===== src/rtl/sinc_interp_mc.sv =====
// Time-multiplexed 2x binomial (1+z^-1)^N interpolator: one input per channel
// in, a phase A / phase B output pair out, with per-channel input history.
module sinc_interp_mc #(
   parameter int WIDTH = 16,
   parameter int ORDER = 5,
   parameter int NCH   = 4
) (
   input  logic                                    clk,
   input  logic                                    rst_n,
   input  logic                                    enable,
   input  logic                                    in_valid,
   output logic                                    in_ready,
   input  logic signed [WIDTH-1:0]                 in_data,
   output logic                                    out_valid,
   input  logic                                    out_ready,
   output logic signed [WIDTH-1:0]                 out_data,
   output logic [((NCH > 1) ? $clog2(NCH) : 1)-1:0] out_chan,
   output logic                                    out_phase
);

   localparam int D  = ORDER / 2;
   localparam int HD = (D > 0) ? D : 1;
   localparam int CW = (NCH > 1) ? $clog2(NCH) : 1;
   localparam int SW = WIDTH + ORDER;

   typedef enum logic [1:0] {IDLE, OUT_A, OUT_B} state_t;

   state_t                  state_q, state_d;
   logic [CW-1:0]           ch_q, ch_d;
   logic signed [WIDTH-1:0] out_data_q, out_data_d;
   logic signed [WIDTH-1:0] hold_q, hold_d;
   logic [CW-1:0]           out_chan_q, out_chan_d;
   logic                    out_phase_q, out_phase_d;
   logic signed [WIDTH-1:0] hist_q [NCH][HD];
   logic signed [WIDTH-1:0] hist_d [NCH][HD];

   logic signed [WIDTH-1:0] xs [D+1];
   logic signed [SW-1:0]    sum_a, sum_b, coef, ext, sh_a, sh_b;
   logic signed [WIDTH-1:0] phase_a, phase_b;

   function automatic int binom(input int unsigned n, input int unsigned k);
      int r;
      r = 1;
      for (int unsigned i = 0; i < k; i++)
         r = r * (int'(n) - int'(i)) / (int'(i) + 1);
      return r;
   endfunction

   // xs[k] is x[n-k]: the incoming sample followed by this channel's history.
   always_comb begin
      xs[0] = in_data;
      for (int unsigned k = 1; k <= D; k++)
         xs[k] = hist_q[ch_q][k-1];
      sum_a = '0;
      sum_b = '0;
      coef  = '0;
      ext   = '0;
      for (int unsigned j = 0; j <= ORDER; j++) begin
         coef = SW'(binom(ORDER, j));
         if (j % 2 == 0) begin
            ext   = xs[j/2];
            sum_a = sum_a + coef * ext;
         end else begin
            ext   = xs[(j-1)/2];
            sum_b = sum_b + coef * ext;
         end
      end
      sh_a    = sum_a >>> (ORDER - 1);
      sh_b    = sum_b >>> (ORDER - 1);
      phase_a = sh_a[WIDTH-1:0];
      phase_b = sh_b[WIDTH-1:0];
   end

   always_comb begin
      state_d     = state_q;
      ch_d        = ch_q;
      out_data_d  = out_data_q;
      hold_d      = hold_q;
      out_chan_d  = out_chan_q;
      out_phase_d = out_phase_q;
      hist_d      = hist_q;
      if (!enable) begin
         state_d     = IDLE;
         ch_d        = '0;
         out_data_d  = '0;
         out_chan_d  = '0;
         out_phase_d = 1'b0;
         for (int unsigned c = 0; c < NCH; c++)
            for (int unsigned k = 0; k < HD; k++)
               hist_d[c][k] = '0;
      end else begin
         case (state_q)
            IDLE: if (in_valid) begin
               out_data_d  = phase_a;
               hold_d      = phase_b;
               out_chan_d  = ch_q;
               out_phase_d = 1'b0;
               state_d     = OUT_A;
               if (D > 0) begin
                  for (int unsigned k = HD - 1; k > 0; k--)
                     hist_d[ch_q][k] = hist_q[ch_q][k-1];
                  hist_d[ch_q][0] = in_data;
               end
               ch_d = (ch_q == CW'(NCH - 1)) ? '0 : ch_q + CW'(1);
            end
            OUT_A: if (out_ready) begin
               out_data_d  = hold_q;
               out_phase_d = 1'b1;
               state_d     = OUT_B;
            end
            OUT_B: if (out_ready) state_d = IDLE;
            default: state_d = IDLE;
         endcase
      end
   end

   always_ff @(posedge clk or negedge rst_n) begin
      if (!rst_n) begin
         state_q     <= IDLE;
         ch_q        <= '0;
         out_data_q  <= '0;
         hold_q      <= '0;
         out_chan_q  <= '0;
         out_phase_q <= 1'b0;
         for (int unsigned c = 0; c < NCH; c++)
            for (int unsigned k = 0; k < HD; k++)
               hist_q[c][k] <= '0;
      end else begin
         state_q     <= state_d;
         ch_q        <= ch_d;
         out_data_q  <= out_data_d;
         hold_q      <= hold_d;
         out_chan_q  <= out_chan_d;
         out_phase_q <= out_phase_d;
         hist_q      <= hist_d;
      end
   end

   // rst_n gates in_ready so it stays low for the whole reset pulse.
   assign in_ready  = enable && rst_n && (state_q == IDLE);
   assign out_valid = (state_q == OUT_A) || (state_q == OUT_B);
   assign out_data  = out_data_q;
   assign out_chan  = out_chan_q;
   assign out_phase = out_phase_q;

endmodule


===== config.mk =====
export PLATFORM = sky130hd
export DESIGN_NAME = sinc_interp_mc
export DESIGN_NICKNAME = d
export VERILOG_FILES = /design/src/rtl/sinc_interp_mc.sv
export SDC_FILE = /design/constraint.sdc
export NUM_CORES = 1
export LEC_CHECK = 0
export ABC_AREA = 1
export BUFFER_PORTS_ARGS = -buffer_cell sky130_fd_sc_hd__buf_2
export CELL_PAD_IN_SITES_DETAIL_PLACEMENT = 1
export CELL_PAD_IN_SITES_GLOBAL_PLACEMENT = 1
export CORE_ASPECT_RATIO = 0.8
export CORE_UTILIZATION = 45
export DETAILED_ROUTE_END_ITERATION = 10
export PLACE_DENSITY = 0.79
export SLEW_MARGIN = 20
export SYNTH_ARGS = -nofsm -noshare
export SYNTH_HDL_FRONTEND = slang
export SYNTH_SLANG_ARGS = --single-unit
export TNS_END_PERCENT = 30

===== constraint.sdc =====
create_clock -name clk -period 16.2 [get_ports clk]
set_input_delay 0.81 -clock clk [delete_from_list [all_inputs] [get_ports clk]]
set_output_delay 0.81 -clock clk [all_outputs]
set_load 0.01 [all_outputs]

After elaboration in Yosys (flattened, before gate mapping)
Index checks and enable logic that the tools add are counted.
{ "word_totals": {"regBits": 167} }
{ "op_classes": {"n_eq_ne": 9, "mul": 3, "muxes": 32, "reduce_logical": 9, "n_addsub": 5, "magnitude_cmp": 2, "bitwise": 1} }
{ "ops": {"columns": ["operator", "count"], "rows": [
  ["$mux W128", 3],
  ["$bwmux W128", 2],
  ["$demux W32 S2", 2],
  ["$mux W32", 3],
  ["$bmux W32 S2", 1],
  ["$mux W16", 4],
  ["$add A20 B20 Y20", 2],
  ["$mul A4 B16 Y20 const A", 2],
  ["$pmux W16 S2", 1],
  ["$mux W2", 11],
  ["$add A16 B20 Y20", 1],
  ["$add A20 B16 Y20", 1],
  ["$mul A4 B16 Y19 const A", 1],
  ["$ne A3 B3 Y1 const B", 3],
  ["$reduce_and A3 Y1", 3],
  ["$pmux W2 S3", 1],
  ["$eq A2 B2 Y1 const B", 2],
  ["$ne A2 B1 Y1 const B", 2],
  ["$ge A3 B3 Y1 const B", 1],
  ["$logic_and A1 B1 Y1", 3],
  ["$lt A3 B1 Y1 const B", 1],
  ["$mux W1", 3],
  ["$ne A3 B1 Y1 const B", 1],
  ["$not A2 Y3", 1],
  ["other kinds (6)", 6]
]} }

Longest topological paths before layout
Gate-level depths: netlist of the first run.
{ "logic_depth": {"word_depth": 10, "ltp_mapped": 35, "ltp_nobuf": 33} }

Worst setup path after synthesis of the first run
OpenSTA, ideal clock, no wires.
{ "synth_timing": {"path_kind": "register to register", "start": "reg ch_q[0]", "end": "reg out_data_q[15], in the netlist out_data[15]", "path_stages_with_launch": 34, "setup_time_ps": 116, "n_path_buf": 3, "required_ps": 16084, "setup_slack_ps": 10514, "t_arrival_ps": 5569, "path_cell_list": "dfrtp_1 -> buf_2 -> buf_2 -> buf_2 -> o21ai_0 -> nand2_1 -> inv_1 -> ha_1 -> ha_1 -> inv_1 -> fa_1 -> o211ai_1 -> nand4_1 -> nand3_1 -> a21oi_1 -> o21ai_0 -> xor2_1 -> fa_1 -> inv_1 -> ha_1 -> fa_1 -> ha_1 -> inv_1 -> nor3_1 -> nand2_1 -> inv_1 -> nand2_1 -> nor2_1 -> nand3b_1 -> inv_1 -> nand2_1 -> nand3_1 -> nand2_1 -> nand2_1"} }
{ "synth_between": {"elab_chain_len": 10, "word_cells_on_any_way": 11} }
{ "synth_lines": {"columns": ["element", "line", "source"], "rows": [
  ["start: declaration", "29", "logic [CW-1:0] ch_q, ch_d;"],
  ["start signal: assignment", "130", "ch_q <= ch_d;"],
  ["$not A2 Y3 (not written as such) (*)", "53", "xs[k] = hist_q[ch_q][k-1];"],
  ["$bmux W32 S2 (*)", "53", null],
  ["$mux W32 (not written as such) (*) (2 in series)", "53", null],
  ["$mul A4 B16 Y19", "62", "sum_a = sum_a + coef * ext;"],
  ["$add A16 B20 Y20", "62", null],
  ["$add A20 B20 Y20 (*)", "62", null],
  ["$mux W16 (*)", "93", "IDLE: if (in_valid) begin"],
  ["$pmux W16 S2 (*)", "92", "case (state_q)"],
  ["$mux W16 (*)", "82", "if (!enable) begin"],
  ["end signal: assignment", "131", "out_data_q <= out_data_d;"],
  ["end: declaration", "30", "logic signed [WIDTH-1:0] out_data_q, out_data_d;"]
]} }
Every way passes the cells marked *; elsewhere a longest branch is shown, timed or not. The select of a mux whose other input is x is not followed.
A chain may end at the register's enable or synchronous reset.

Worst setup path after layout of the first run
{ "layout_timing": {"start": "reg ch_q[1]", "end": "reg out_data_q[15], in the netlist out_data[15]"} }
Same word-level chain as after synthesis.

==> metrics, run 1 <==
top-level I/O count=42; row cnt=53; die area=27600 µm²; Clock Latency Late Sink=0.45 ns; Critical Path Slowest Stage Cell=fa_1; clock buffer depth=2; Worst R2R Setup Slack=9.15 ns; first-pass GRT wire length=59640 µm; Hold Vio Cnt, Final=0; core box area=26390 µm²; routed via count=10500; Fin Clk Skew=0.008978 ns; share of cells above drive strength 1=7.614%; Req. time, crit path=16.54 ns; Ys Warns=0; die width=185.5 µm; largest net degree at the start of global routing=89; vias in the first global route=11060; Routed WL per cell=19.11 µm; Setup violations, final=0; number of synthesized flops with an enable pin=0; capture point of the worst reg-to-reg path=out_data[15]$_DFFE_PN0P_; Async SR Flop Fraction=100.0%; Crit. End Element=flop; CP bufs+invs=8; Area Growth Syn to Fin=9.402%; CTS tree=built; Critical Path Fanout Max=44; Syn Nets=1711; Least-Margin Pin Slew=0.8934 ns; Sink Count=167; Iter 0 DRT Violations=625; Fmax achieved=141.9 MHz; worst hold slack=0.4224 ns; Largest delay share family, worst path=adder cells; Synth area leader=dfrtp_1; most common cell in the netlist=inv_1; Seq/Total Area, Yosys=34.47%; status=completed; initial core utilization=45.93%; library cells used by synthesis=40; Post-Syn Area=12120 µm²; Placed Area=12670 µm²; fillers=3320; R2R depth=33; Slew Viols, Final=0; syn_area_per_cell=7.908 µm²; Final Cycle Share=43.49%; H-tree depth=4; GRT Total Usage=28.17%; Setup Fix Bufs, Post-CTS=0; CP Class=flop to flop; Max Cap Viol=0; Final #Nets=1728; dominant synthesized flop cell=dfrtp_1; TritonRoute pass-1 iters=5; reg2reg start=ch_q[1]$_DFFE_PN0P_; post-route ant nets=0; final instance area=13260 µm²; CP startpoint kind=flop; dominant cells by area after synthesis=dfrtp_1 34%, ha_1 11%, inv_1 10%; fin crit period=7.046 ns; Die Span Y=148.8 µm; vias per inst=5.469; I/O Buffers=41; Synth top cells by count=338 x inv_1, 223 x nand2_1, 167 x dfrtp_1; global route overflow=0; Hold WC Path Type=primary input to asynchronous set/reset pin; drt drc=0; gpl congestion=0.9045; Relative slew margins=40.37%; Synth top area share=34.47%; slowest stage delay, CP=0.50 ns; TNS Setup=0 ns; HPWL Detailed=26150 µm; diodes inserted=0; unrepaired setup endpoints after global routing=no; post_cts resized=0; antenna violations before repair=0; hold_buf cts=0; clock root cell=clkbuf_16; clk slew on worst S/H paths=0.07 ns; Worst EP arrival=7.39 ns; Synth Instances=1533; Num CTS Buffers=17; routed wire length=36690 µm; number of synthesized register bits=167
## per-layer routing
metal,routed length [µm],up-vias,track usage [%],share of wire [%]
li1,-,4959,-,-
met1,17710,5280,39.66,48
met2,16750,210,44.48,46
met3,1408,52,4.395,3.8
met4,817,0,8.678,2.2
met5,0,-,0,0
## state kept, by name, summed over array words and instances, names as in the netlist
register	cells
state_q	2
out_phase	1
ch_q	2
hold_q	16
out_chan	2
hist_q	128
out_data	16
## layout by cell type, fill, tap and decap left out, types with 3 or more instances in the layout
cell type	n
inv_1	338
nand2_1	223
dfrtp_1	166
o21ai_0	156
ha_1	106
o22ai_1	96
a21oi_1	89
nor2_1	77
fa_1	51
nand3_1	47
buf_2	40
clkbuf_16	17
xnor2_1	16
o21ai_1	16
xor2_1	15
buf_4	12
nand2_2	10
a32oi_1	8
inv_2	7
nor3_1	6
nand3_2	5
a211oi_1	5
nand4_1	4
a21o_1	4
nor2_2	4
nand3b_1	4
or2_1	3
a21oi_2	3
a31oi_1	3
clkbuf_1	3
clkbuf_8	3
## kinds of logic after synthesis
group | count (synthesis) | synth area share (%)
DFF | 167 | 34.47
xor gates and xnor gates | 32 | 2.374
buffers and inverters | 401 | 12.55
adders and majority gates | 157 | 19.36
AOI/OAI and AO/OA | 388 | 17.78
and+or+nand+nor | 388 | 13.46
## final cells by class
cell class,count,area [µm²],share of cell area (%)
clock buffer,23,478.0,3.604
timing repair buffer,54,312.8,2.358
sequential,167,4180,31.52
multi-input combinational,965,6435,48.52
clock inverter,9,115.1,0.8679
tap,357,446.7,3.368
inverter,345,1295,9.764
## stage by stage
step | setup slack (ns) | cells | utilization, %
floorplan | 10.51 | 1533 | -
global placement | 9.596 | 1888 | 47.99
detailed placement | 9.313 | 1888 | 47.99
CTS | 9.233 | 1920 | 50.24
global route | 8.631 | 1920 | 50.25
finish | 9.154 | 1920 | 50.25
## how the worst max path moves through the flow
stage | startpoint | slack [ns] | end | cells past startpoint
after global routing | ch_q[1]$_DFFE_PN0P_ | 8.63 | out_data[15]$_DFFE_PN0P_ | 33
final | ch_q[1]$_DFFE_PN0P_ | 9.15 | out_data[15]$_DFFE_PN0P_ | 33
after CTS | ch_q[1]$_DFFE_PN0P_ | 9.23 | out_data[15]$_DFFE_PN0P_ | 33
after floorplan | ch_q[0]$_DFFE_PN0P_ | 10.51 | out_data[15]$_DFFE_PN0P_ | 33
after global placement | ch_q[1]$_DFFE_PN0P_ | 9.60 | out_data[15]$_DFFE_PN0P_ | 33
after detailed placement | ch_q[1]$_DFFE_PN0P_ | 9.31 | out_data[15]$_DFFE_PN0P_ | 33
Power of run 1 is not shown: default switching activity piles up to over one toggle a cycle in this logic, so the estimate is an artifact.
==> run 2, diff against run 1 <==
--- a/config.mk
+++ b/config.mk
@@ -5,14 +5,14 @@
 export SDC_FILE = /design/constraint.sdc
 export NUM_CORES = 1
 export LEC_CHECK = 0
-export ABC_AREA = 1
+export ABC_AREA = 0
 export BUFFER_PORTS_ARGS = -buffer_cell sky130_fd_sc_hd__buf_2
 export CELL_PAD_IN_SITES_DETAIL_PLACEMENT = 1
 export CELL_PAD_IN_SITES_GLOBAL_PLACEMENT = 1
 export CORE_ASPECT_RATIO = 0.8
 export CORE_UTILIZATION = 45
 export DETAILED_ROUTE_END_ITERATION = 10
-export PLACE_DENSITY = 0.79
+export PLACE_DENSITY = 0.78
 export SLEW_MARGIN = 20
 export SYNTH_ARGS = -nofsm -noshare
 export SYNTH_HDL_FRONTEND = slang
==> constraint.sdc (replaced) <==
create_clock -name clk -period 6.1 [get_ports clk]
set_input_delay 0.305 -clock clk [delete_from_list [all_inputs] [get_ports clk]]
set_output_delay 0.305 -clock clk [all_outputs]
set_load 0.01 [all_outputs]
==> run 2 against run 1 <==
The run now ends with setup timing left. First-iteration DRC count down 10%. Sequential share of layout area is 0.14 points lower. Sequential cell count unchanged. Critical path depth shrank 9. Clock skew rose by 0.0089 ns. Die area fell by 7.7%.
==> metrics, run 2 <==
Async SR Flop Fraction=100.0% (unchanged); I/O Buffers=41 (unchanged); die area=25490 µm² (-7.7%); Worst Hold End=state_q[1]$_DFFE_PN0P_; Final #Nets=1307 (-24%); unrepaired setup endpoints after global routing=yes; Area Growth Syn to Fin=19.13%; Clock Latency Late Sink=0.45 ns (about the same); TNS Setup=-0.2020 ns (-0.2020 ns); Seq/Total Area, Yosys=37.37% (+2.9 points); routed via count=8346 (-21%); row cnt=51 (-3.8%); vias in the first global route=9429 (-15%); H-tree depth=4 (unchanged); Fmax achieved=161.3 MHz (+14%); R2R depth=24 (-27%); routed wire length=33530 µm (-8.6%); Placed Area=12190 µm² (-3.7%); Internal=3669 µW; drt drc=0 (unchanged); Final Cycle Share=101.6% (+58 points); Ys Warns=0 (unchanged); diodes inserted=0 (unchanged); share of cells above drive strength 1=23.47% (+16 points); CP startpoint kind=flop; Synth top area share=37.37% (+2.9 points); leak pwr=0.006692 µW; Relative slew margins=34.11% (-6.3 points); Biggest register=hist_q; Worst EP arrival=6.54 ns (-0.85 ns); antenna violations before repair=0 (unchanged); dominant synthesized flop cell=dfrtp_1; top-level I/O count=42 (unchanged); first-pass GRT wire length=52350 µm (-12%); Synth top cells by count=172 x inv_1, 167 x dfrtp_1, 130 x a22o_1; sequential group share of total power=20.3%; dominant cells by area after synthesis=dfrtp_1 37%, ha_1 12%, a22o_1 10%; most common cell in the netlist=inv_1; clock buffer depth=2 (unchanged); Clk pwr share=17.6%; most frequent cells in the layout=166 x dfrtp_1, 165 x inv_1, 130 x a22o_1; peak supply drop=221.4 µV; library cells used by synthesis=60 (+50%); Pwr Total=6588 µW; Syn Nets=1208 (-29%); commonest non-fill, non-tap cell in the layout=dfrtp_1; Critical Path Fanout Max=6 (-86%); hold depth=3; Setup violations, final=3 (+3); global route overflow=0 (unchanged); switching share of power=44.30%; switching pwr=2919 µW; Synth Instances=1030 (-33%); TritonRoute pass-1 iters=4 (-1); Req. time, crit path=6.44 ns (-10.10 ns); die width=178.3 µm (-3.9%); Hold Vio Cnt, Final=0 (unchanged); setup ws final=-0.09833 ns (-9.252 ns); Post-Syn Area=11180 µm² (-7.8%); fillers=2586 (-22%); Synth area leader=dfrtp_1; status=finished with violations; PwrDens=494.5 nW/µm²; worst hold slack=0.2058 ns (-0.2166 ns); Num CTS Buffers=17 (unchanged); Final Core Density=54.66% (+4.4 points); hold path startpoint=enable; syn_area_per_cell=10.86 µm² (+37%); failing checks=setup timing; number of synthesized register bits=167 (unchanged); final instance area=13320 µm² (+0.45%); vias per inst=5.716 (+4.5%); Fin Clk Skew=0.01788 ns (+0.008898 ns); CP Class=flop to flop; initial core utilization=45.88% (-0.054 points); CTS tree=built; Crit. End Element=flop; core box area=24380 µm² (-7.6%); clock root cell=clkbuf_16; Least-Margin Pin Slew=0.9855 ns (+0.09208 ns); HPWL Detailed=22180 µm (-15%); Sink Count=167 (unchanged); clk slew on worst S/H paths=0.08 ns (about the same); post-route ant nets=0 (unchanged); number of synthesized flops with an enable pin=0 (unchanged); capture point of the worst reg-to-reg path=out_data[15]$_DFFE_PN0P_; Iter 0 DRT Violations=562 (-10%); Routed WL per cell=22.97 µm (+20%); Max Cap Viol=0 (unchanged); fin crit period=6.198 ns (-0.8478 ns); largest net degree at the start of global routing=96 (+7.9%); Worst R2R Setup Slack=-0.1 ns (-9.25 ns); max reg flops=128 (unchanged); Hold WC Path Type=primary input to flop; Die Span Y=143 µm (-3.9%); reg2reg start=ch_q[0]$_DFFE_PN0P_; gpl congestion=0.8286 (-8.4%); GRT Total Usage=27.09% (-1.1 points); Slew Viols, Final=0 (unchanged); combinational fraction of design power=62.0%
==> run 2: cell count changes after synthesis, moves of 52 or more <==
cell	before	now
a21oi_1	91	39
o21ai_0	156	36
o22ai_1	96	1
nor2_1	79	25
a22o_1	0	130
nand2_1	223	58
inv_1	338	172
==> run 2: per-stage QoR <==
step / std cells / setup slack (ns)
2_1_floorplan: 1030 / 0.01427
3_3_place_gp: 1415 / -0.04681
3_5_place_dp: 1415 / -0.2241
4_1_cts: 1453 / 0.006366
5_1_grt: 1460 / -0.2336
6_report: 1460 / -0.09833
==> run 2: cell type report <==
| cell class | count | area [µm²] | share of cell area, % |
|---|---|---|---|
| Clock buffer | 18 | 439.2 | 3.296 |
| Clock inverter | 14 | 187.7 | 1.409 |
| Inverter | 172 | 645.6 | 4.846 |
| Multi-Input combinational cell | 640 | 6564 | 49.27 |
| Sequential cell | 167 | 4180 | 31.38 |
| Tap cell | 318 | 397.9 | 2.986 |
| Timing Repair Buffer | 131 | 908.4 | 6.818 |
==> run 2: cell families (layout without fill, tap and decap cells) <==
group	after synthesis	in the layout	synth area share [%]
AOI/OAI and AO/OA	263	263	17.85
buffers and inverters	223	335	7.563
DFF	167	167	37.37
adders and majority gates	157	157	20.99
and+or+nand+nor	142	142	6.086
xor gates and xnor gates	43	43	3.435
muxes	35	35	6.713
==> run 2: worst max-delay path, stage by stage (launching register included) <==
cell     delay, ns
dfrtp_2       0.44
buf_8         0.15
mux4_2        0.55
buf_4         0.16
buf_6         0.12
ha_4          0.26
ha_4          0.21
a21oi_2       0.17
nor2b_2       0.08
nor3_1        0.22
xnor2_1       0.19
fa_1          0.51
ha_1          0.32
inv_1         0.06
fa_1          0.53
inv_1         0.07
ha_1          0.33
a21o_1        0.17
a21o_1        0.22
a21oi_4       0.19
a21oi_4       0.09
o211a_1       0.22
o211a_1       0.21
or3_1         0.38
a31o_1        0.22
==> run 2: worst max path at each step <==
stage	start	slack, ns	end
finish	ch_q[0]$_DFFE_PN0P_	-0.1	out_data[15]$_DFFE_PN0P_
CTS	ch_q[0]$_DFFE_PN0P_	0.006	hold_q[14]$_DFFE_PN0P_
detailed placement	ch_q[0]$_DFFE_PN0P_	-0.22	out_data[15]$_DFFE_PN0P_
global route	ch_q[0]$_DFFE_PN0P_	-0.23	out_data[10]$_DFFE_PN0P_
global placement	ch_q[0]$_DFFE_PN0P_	-0.05	out_data[15]$_DFFE_PN0P_
floorplan	ch_q[0]$_DFFE_PN0P_	0.01	out_data[15]$_DFFE_PN0P_
==> run 2: repair_timing <==
action                     in CTS  in global routing
setup endpoints to repair      14                 13
cloned                          0                  0
pin swaps                      10                 15
resized for setup              36                 44
hold buffers                    1                  0
buffers inserted                5                  8
hold endpoints to repair       36                  0
==> run 2: power by group through the flow <==
stage	combinational [µW]	clock (µW)	sequential, µW
global route	4510	1210	1360
floorplan	2290	0	1350
detailed placement	3470	0	1350
CTS	3680	1180	1340
global placement	3280	0	1350
finish	4090	1160	1340
==> run 2: metal layers <==
layer | up-vias | wire [µm] | track usage, %
met1 | 4323 | 14620 | 36.99
met4 | 0 | 395 | 6.780
met2 | 215 | 16490 | 45.24
li1 | 3774 | - | -
met3 | 34 | 2031 | 4.047
met5 | - | 0 | 0
(Power assumes the default switching activity.)
